## config.mk

```make
export PLATFORM = sky130hd
export DESIGN_NAME = quiz_engine
export DESIGN_NICKNAME = d
export VERILOG_FILES = /design/src/rtl/quiz_engine.sv
export SDC_FILE = /design/constraint.sdc
export NUM_CORES = 1
export LEC_CHECK = 0
export ABC_AREA = 1
export BUFFER_PORTS_ARGS = -buffer_cell sky130_fd_sc_hd__buf_2
export CAP_MARGIN = 20
export CORE_MARGIN = 2
export CORE_UTILIZATION = 54
export CTS_CLUSTER_DIAMETER = 50
export DETAILED_ROUTE_END_ITERATION = 8
export GPL_TIMING_DRIVEN = 0
export HOLD_SLACK_MARGIN = 0.08
export PLACE_DENSITY = 0.79
export SYNTH_ARGS = -nofsm -noshare
export SYNTH_HDL_FRONTEND = slang
export SYNTH_SLANG_ARGS = --single-unit
```

## constraint.sdc

```tcl
create_clock -name clk -period 11.13 [get_ports clk]
set_input_delay 1.6695 -clock clk [delete_from_list [all_inputs] [get_ports clk]]
set_output_delay 1.6695 -clock clk [all_outputs]
set_load 0.02 [all_outputs]
```

## src/rtl/quiz_engine.sv

```systemverilog
// Decimal-to-binary quiz game core: digit entry, sequential BCD conversion,
// seconds countdown with penalties, flash/hint outputs and streak scoring.
module quiz_engine #(
    parameter int DIGITS       = 4,
    parameter int BITS         = 14,
    parameter int CLK_HZ       = 50000000,
    parameter int TIME_LIMIT_S = 30,
    parameter int PENALTY_S    = 2
) (
    input  logic                clk,
    input  logic                resetn,
    input  logic                next,
    input  logic                go,
    input  logic                check,
    input  logic [9:0]          sw_digit,
    input  logic [BITS-1:0]     sw_answer,
    input  logic                hint,
    output logic [4*DIGITS-1:0] digits,
    output logic [BITS-1:0]     target,
    output logic [6:0]          time_left,
    output logic [6:0]          score,
    output logic [6:0]          best,
    output logic                flash,
    output logic [BITS-1:0]     hint_mask,
    output logic                win,
    output logic                lose,
    output logic                err
);
    localparam int DW = 4 * DIGITS;
    localparam int AW = BITS + 4;
    localparam int SW = AW + 4;
    localparam int PW = (CLK_HZ > 1) ? $clog2(CLK_HZ) : 1;
    localparam int IW = (DIGITS > 1) ? $clog2(DIGITS) : 1;
    localparam int H2 = (CLK_HZ / 2 > 0) ? CLK_HZ / 2 : 1;
    localparam int H4 = (CLK_HZ / 4 > 0) ? CLK_HZ / 4 : 1;
    localparam int H8 = (CLK_HZ / 8 > 0) ? CLK_HZ / 8 : 1;
    localparam logic [SW-1:0] LIMIT = SW'(1) << BITS;

    typedef enum logic [1:0] {S_IDLE, S_CONVERT, S_PLAY, S_RESULT} state_t;

    state_t          state_q, state_d;
    logic            next_q, go_q, check_q;
    logic [DW-1:0]   digits_q, digits_d;
    logic [AW-1:0]   acc_q, acc_d;
    logic            ovf_q, ovf_d;
    logic [IW-1:0]   idx_q, idx_d;
    logic [BITS-1:0] target_q, target_d;
    logic [6:0]      time_left_q, time_left_d;
    logic [PW-1:0]   presc_q, presc_d;
    logic [PW-1:0]   fcnt_q, fcnt_d;
    logic            flash_q, flash_d;
    logic [6:0]      score_q, score_d;
    logic [6:0]      best_q, best_d;
    logic            win_q, win_d;
    logic            lose_q, lose_d;
    logic            err_q, err_d;

    logic            next_edge, go_edge, check_edge;
    logic [3:0]      dig_val;
    logic            dig_ok;
    logic [DW-1:0]   dig_ext;
    logic [3:0]      cur_digit;
    logic [SW-1:0]   step_w;
    logic            tick, correct, wrong;
    int              tl_int;
    logic [6:0]      tl_new;
    logic [6:0]      score_inc;
    logic [PW-1:0]   h_m1;

    assign next_edge  = next & ~next_q;
    assign go_edge    = go & ~go_q;
    assign check_edge = check & ~check_q;

    always_comb begin
        dig_val = '0;
        dig_ok  = $onehot(sw_digit);
        for (int unsigned i = 0; i < 10; i++) begin
            if (sw_digit[i]) dig_val = 4'(i);
        end
        dig_ext      = '0;
        dig_ext[3:0] = dig_val;
    end

    always_comb begin
        cur_digit = digits_q[int'(idx_q)*4 +: 4];
        step_w    = SW'(acc_q) * SW'(10) + SW'(cur_digit);
        tick      = (presc_q == PW'(CLK_HZ - 1));
        correct   = check_edge && (sw_answer == target_q);
        wrong     = check_edge && !correct;
        // A tick and a wrong check in the same cycle both come off the clock.
        tl_int    = int'(time_left_q) - (tick ? 1 : 0) - (wrong ? PENALTY_S : 0);
        tl_new    = (tl_int > 0) ? 7'(tl_int) : 7'd0;
        score_inc = (score_q >= 7'd99) ? 7'd99 : score_q + 7'd1;
        if (time_left_q >= 7'd10)     h_m1 = PW'(H2 - 1);
        else if (time_left_q >= 7'd5) h_m1 = PW'(H4 - 1);
        else                          h_m1 = PW'(H8 - 1);
    end

    always_comb begin
        state_d     = state_q;
        digits_d    = digits_q;
        acc_d       = acc_q;
        ovf_d       = ovf_q;
        idx_d       = idx_q;
        target_d    = target_q;
        time_left_d = time_left_q;
        presc_d     = presc_q;
        fcnt_d      = fcnt_q;
        flash_d     = 1'b0;
        score_d     = score_q;
        best_d      = best_q;
        win_d       = win_q;
        lose_d      = lose_q;
        err_d       = 1'b0;
        unique case (state_q)
            S_IDLE: begin
                if (next_edge && dig_ok) digits_d = (digits_q << 4) | dig_ext;
                if (go_edge) begin
                    state_d = S_CONVERT;
                    acc_d   = '0;
                    ovf_d   = 1'b0;
                    idx_d   = IW'(DIGITS - 1);
                end
            end
            S_CONVERT: begin
                // Overflow is sticky so truncation of acc never hides it.
                acc_d = step_w[AW-1:0];
                ovf_d = ovf_q | (step_w >= LIMIT);
                idx_d = idx_q - IW'(1);
                if (idx_q == '0) begin
                    if (ovf_q || (step_w >= LIMIT)) begin
                        err_d   = 1'b1;
                        state_d = S_IDLE;
                    end else begin
                        target_d    = step_w[BITS-1:0];
                        time_left_d = 7'(TIME_LIMIT_S);
                        presc_d     = '0;
                        fcnt_d      = '0;
                        state_d     = S_PLAY;
                    end
                end
            end
            S_PLAY: begin
                presc_d = tick ? '0 : presc_q + PW'(1);
                if (fcnt_q >= h_m1) begin
                    fcnt_d  = '0;
                    flash_d = ~flash_q;
                end else begin
                    fcnt_d  = fcnt_q + PW'(1);
                    flash_d = flash_q;
                end
                if (correct) begin
                    win_d   = 1'b1;
                    score_d = score_inc;
                    best_d  = (score_inc > best_q) ? score_inc : best_q;
                    flash_d = 1'b0;
                    state_d = S_RESULT;
                end else begin
                    time_left_d = tl_new;
                    if (tl_new == 7'd0) begin
                        lose_d  = 1'b1;
                        score_d = '0;
                        flash_d = 1'b0;
                        state_d = S_RESULT;
                    end
                end
            end
            S_RESULT: begin
                if (go_edge) begin
                    digits_d = '0;
                    target_d = '0;
                    win_d    = 1'b0;
                    lose_d   = 1'b0;
                    state_d  = S_IDLE;
                end
            end
            default: state_d = S_IDLE;
        endcase
    end

    always_ff @(posedge clk) begin
        if (!resetn) begin
            state_q     <= S_IDLE;
            next_q      <= 1'b0;
            go_q        <= 1'b0;
            check_q     <= 1'b0;
            digits_q    <= '0;
            acc_q       <= '0;
            ovf_q       <= 1'b0;
            idx_q       <= '0;
            target_q    <= '0;
            time_left_q <= '0;
            presc_q     <= '0;
            fcnt_q      <= '0;
            flash_q     <= 1'b0;
            score_q     <= '0;
            best_q      <= '0;
            win_q       <= 1'b0;
            lose_q      <= 1'b0;
            err_q       <= 1'b0;
        end else begin
            state_q     <= state_d;
            next_q      <= next;
            go_q        <= go;
            check_q     <= check;
            digits_q    <= digits_d;
            acc_q       <= acc_d;
            ovf_q       <= ovf_d;
            idx_q       <= idx_d;
            target_q    <= target_d;
            time_left_q <= time_left_d;
            presc_q     <= presc_d;
            fcnt_q      <= fcnt_d;
            flash_q     <= flash_d;
            score_q     <= score_d;
            best_q      <= best_d;
            win_q       <= win_d;
            lose_q      <= lose_d;
            err_q       <= err_d;
        end
    end

    assign digits    = digits_q;
    assign target    = target_q;
    assign time_left = time_left_q;
    assign score     = score_q;
    assign best      = best_q;
    assign flash     = flash_q;
    assign win       = win_q;
    assign lose      = lose_q;
    assign err       = err_q;
    assign hint_mask = (state_q == S_PLAY && hint) ? (sw_answer ^ target_q) : '0;

endmodule

```

==> key figures <==
Status
  – Outcome: complete, no violations

Synthesis
  – Syn_nets: 1,568
  – Sequential area share after synthesis: between 20% and 30%
  – Synth unique cells: 47
  – Syn_area_per_cell: 6.47 um^2
  – Gate Count Post-Synth: around 1.5k
  – Asr flop ratio synth: 0%
  – Synth Area in XOR/XNOR: between 3 and 4%
  – Yosys top cell area share: between 20 and 30%
  – Post-synthesis register bit count: ~130
  – Yosys warnings: 0
  – Synthesized area: roughly 9500 um^2
  – Synth Area in Simple Gates: between 30% and 40%
  – EDFF count, synth: 0
  – Adder-Cell Fraction of Synth Area: 10.3%
  – Post-synth top area cell: dfxtp_1
  – Post-synthesis mux area share: 0%
  – Largest family of logic cells by synthesized area: simple AND/OR/NAND/NOR gates
  – Top FF cell, synth: dfxtp_1
  – Synth Area in Compound Gates: about an eighth
  – Synth top area cells: dfxtp_1 (28%), nand2_1 (14%), ha_1 (8.6%)

Clocking
  – Post-CTS Setup Inserts: 0
  – CTS tree: built
  – Maximum clock path buffer count: 2
  – H-tree depth: 4
  – Reg clk slew, reported paths: about 0.060 ns
  – Root Buffer: clkbuf_16
  – Sink Count: 133
  – Clk_lat worst skew: around 0.43 ns
  – Post_cts resized: 0
  – Hold_buf cts: 0
  – Number of buffers created by CTS: 17

Floorplanning
  – Die H: around 140 um
  – Chip Width: about 140 um
  – Row count: 48
  – Initial core utilization: approximately 55%
  – Core footprint: about 17,000 um^2
  – Io pins: around 100
  – DIE AREA: roughly 19,000 um^2

Drt
  – Post-DR vias/cell: about 5.5
  – Avg WL per Cell: ~14 um
  – Drt pass-1 iters: 8
  – DR iter-0 viols: 774
  – Via count: 10.0k
  – DRC viols: 0
  – Final WL: approximately 26,000 um
  – Post-DRT Antenna Nets: 0

Timing
  – Measured slew at the worst slew-check pin: ~0.72 ns
  – Hold slack: 0.448 ns
  – RSZ-0062 raised after global routing: no
  – Crit share post-route: a little under half
  – Slew HR: around half
  – FMAX: 192 MHz
  – Final hold vios: 0
  – Setup TNS: 0 ns
  – Max Transition Viols Final: 0
  – Final worst clock skew: between 0.007 and 0.008 ns
  – Setup violators final: 0
  – Post-route minimum period: between 5 and 6 ns

Final layout
  – Register Area: between 2000 and 3000 um^2
  – Net count reported at finish: between 1.5k and 2k
  – P&R area growth vs syn: 15.0%
  – Multi-input logic area: slightly below 6000 um^2
  – Non-Filler Cell Area, Final: between 10,000 and 15,000 um^2
  – Number of fill cells: 1,579
  – Layout cells sized above 1: a little under an eighth

Worst setup path
  – Slack of the worst reg-to-reg path: just over 7 ns
  – Crit end category: flip-flop
  – Reg2Reg Depth: 21
  – Crit path capture: digits[13]
  – CP Cell Sequence: buf_2 > fa_1 > fa_1 > inv_1 > fa_1 > inv_1 > ha_1 > inv_1 > fa_1 > nand4_1 > nor2_1 > o211ai_1 > inv_1 > nor2_1 > clkbuf_1 > nand2_1 > a21oi_1
  – Worst EP arrival: 5.55 ns
  – CP Max Fanout: 10
  – Crit start category: input pin
  – Worst setup path category: input pin to flip-flop
  – Worst r2r dst: presc_q[25]
  – CP max-delay cell: fa_1
  – Crit. Startpoint: sw_digit[0]
  – Crit path required time: roughly 11 ns
  – RR Startpoint: acc_q[1]
  – Worst path max stage delay: slightly above 0.5 ns

Placed design
  – Port bufs: 97
  – Post-DP HPWL: 19,800 um
  – GP Congestion: about 0.94
  – DP Area: between 10,000 and 15,000 um^2

Job
  – MaxCap Viol Count: 0

Power
  – PwrDens: about 160 nW/um^2
  – Leakage: 5.00 nW
  – Peak VDD IR: 109 uV

Global routing
  – Largest net degree at the start of global routing: 17
  – Grt ovf: 0
  – Initial antenna violation count: 1
  – Global-route wire length before repair: ~43,000 um
  – GRT Total Usage: roughly 29%
  – Vias in the first global route: 9,237

Min path
  – Hold/Removal Path Class: flip-flop to flip-flop
==> cell usage in the layout, fill, tap and decap left out, types with 4 or more instances in the layout <==
master / n
nand2_1: 356
inv_1: 190
nand3_1: 151
a21oi_1: 151
dfxtp_1: 133
nor2_1: 129
buf_2: 103
ha_1: 65
o21ai_0: 43
nand4_1: 39
clkbuf_1: 32
xor2_1: 23
nor3_1: 17
xnor2_1: 17
clkbuf_16: 17
or2_2: 16
nor2_2: 11
o211ai_1: 9
nand3b_1: 8
fa_1: 8
nand2_2: 7
clkbuf_8: 6
o22ai_1: 5
nor4_1: 4
nand3_2: 4
a31oi_1: 4
bufinv_16: 4
==> cell usage after synthesis (2+ instances only) <==
cell type,count
nand2_1,356
inv_1,190
a21oi_1,151
nand3_1,151
dfxtp_1,133
nor2_1,129
ha_1,65
o21ai_0,43
nand4_1,39
clkbuf_1,30
xor2_1,23
nor3_1,17
xnor2_1,17
or2_2,16
nor2_2,11
o211ai_1,9
fa_1,8
nand3b_1,8
nand2_2,7
buf_2,6
o22ai_1,5
a31oi_1,4
nand3_2,4
nor4_1,4
and2_1,3
clkinv_1,3
inv_2,3
o21ai_1,3
o221ai_1,3
a211oi_1,2
a21oi_2,2
buf_1,2
buf_6,2
nand2_4,2
o21bai_1,2
==> worst min path at each step <==
| stage | cells past startpoint | slack [ns] | from | end |
|---|---|---|---|---|
| 2_1_floorplan | 2 | 0.45 | ovf_q | ovf_q |
| 3_3_place_gp | 1 | 0.43 | flash | flash |
| 3_5_place_dp | 1 | 0.44 | flash | flash |
| 4_1_cts | 1 | 0.44 | flash | flash |
| 5_1_grt | 2 | 0.50 | win | win |
| 6_report | 1 | 0.45 | flash | flash |
==> power by group <==
part | total (mW) | switching, mW | internal (mW) | leakage, nW
sequential | 0.551 | 0.0420 | 0.509 | 1.07
combinational | 0.616 | 0.433 | 0.183 | 3.61
clock | 0.623 | 0.212 | 0.411 | 0.316
==> worst max-delay path, delay by kind of cell <==
kind / cells / cell delay, ns
buffers and inverters: 6 / 0.89
and+or+nand+nor: 4 / 0.68
adders and majority gates: 5 / 2.08
AOI/OAI and AO/OA: 2 / 0.24
==> final cells by class <==
| cell class | count | area share (%) |
|---|---|---|
| antenna | 1 | 0.0230 |
| buffer | 41 | 1.65 |
| clock buffer | 25 | 4.73 |
| clock inverter | 7 | 1.29 |
| inverter | 196 | 6.75 |
| multi-input combinational | 1095 | 54.1 |
| sequential | 133 | 24.4 |
| tap | 225 | 2.58 |
| timing repair buffer | 97 | 4.45 |
==> flip-flops by register name, summed over array words and instances (netlist names), 2 cells and up, named ones only <==
name / flops
fcnt_q: 26
time_left: 7
score: 7
target: 14
best: 7
presc_q: 26
idx_q: 2
digits: 16
acc_q: 18
==> through the flow <==
stage	util (%)	total power [mW]	setup WS [ns]	cells
2_1_floorplan	-	0.975	6.15	1465
3_3_place_gp	59.4	1.14	5.65	1787
3_5_place_dp	59.4	1.16	5.57	1787
4_1_cts	63.2	1.78	5.95	1819
5_1_grt	63.2	1.88	5.66	1820
6_report	63.2	1.79	5.93	1820
==> cell families after synthesis <==
group | after synthesis
buffers and inverters | 237
AOI/OAI and AO/OA | 231
adders and majority gates | 73
and+or+nand+nor | 751
DFF | 133
xor gates and xnor gates | 40
==> routing by layer <==
layer	routed length (um)	global-route usage, %	share of wire, %	vias up
met5	0	0	0	-
met4	594	10.1	2.3	0
met2	12600	49.4	48	311
met1	11500	35.8	44	4607
li1	-	-	-	5048
met3	1390	4.66	5.3	54
Note: power is estimated with default switching activity, not from simulation.
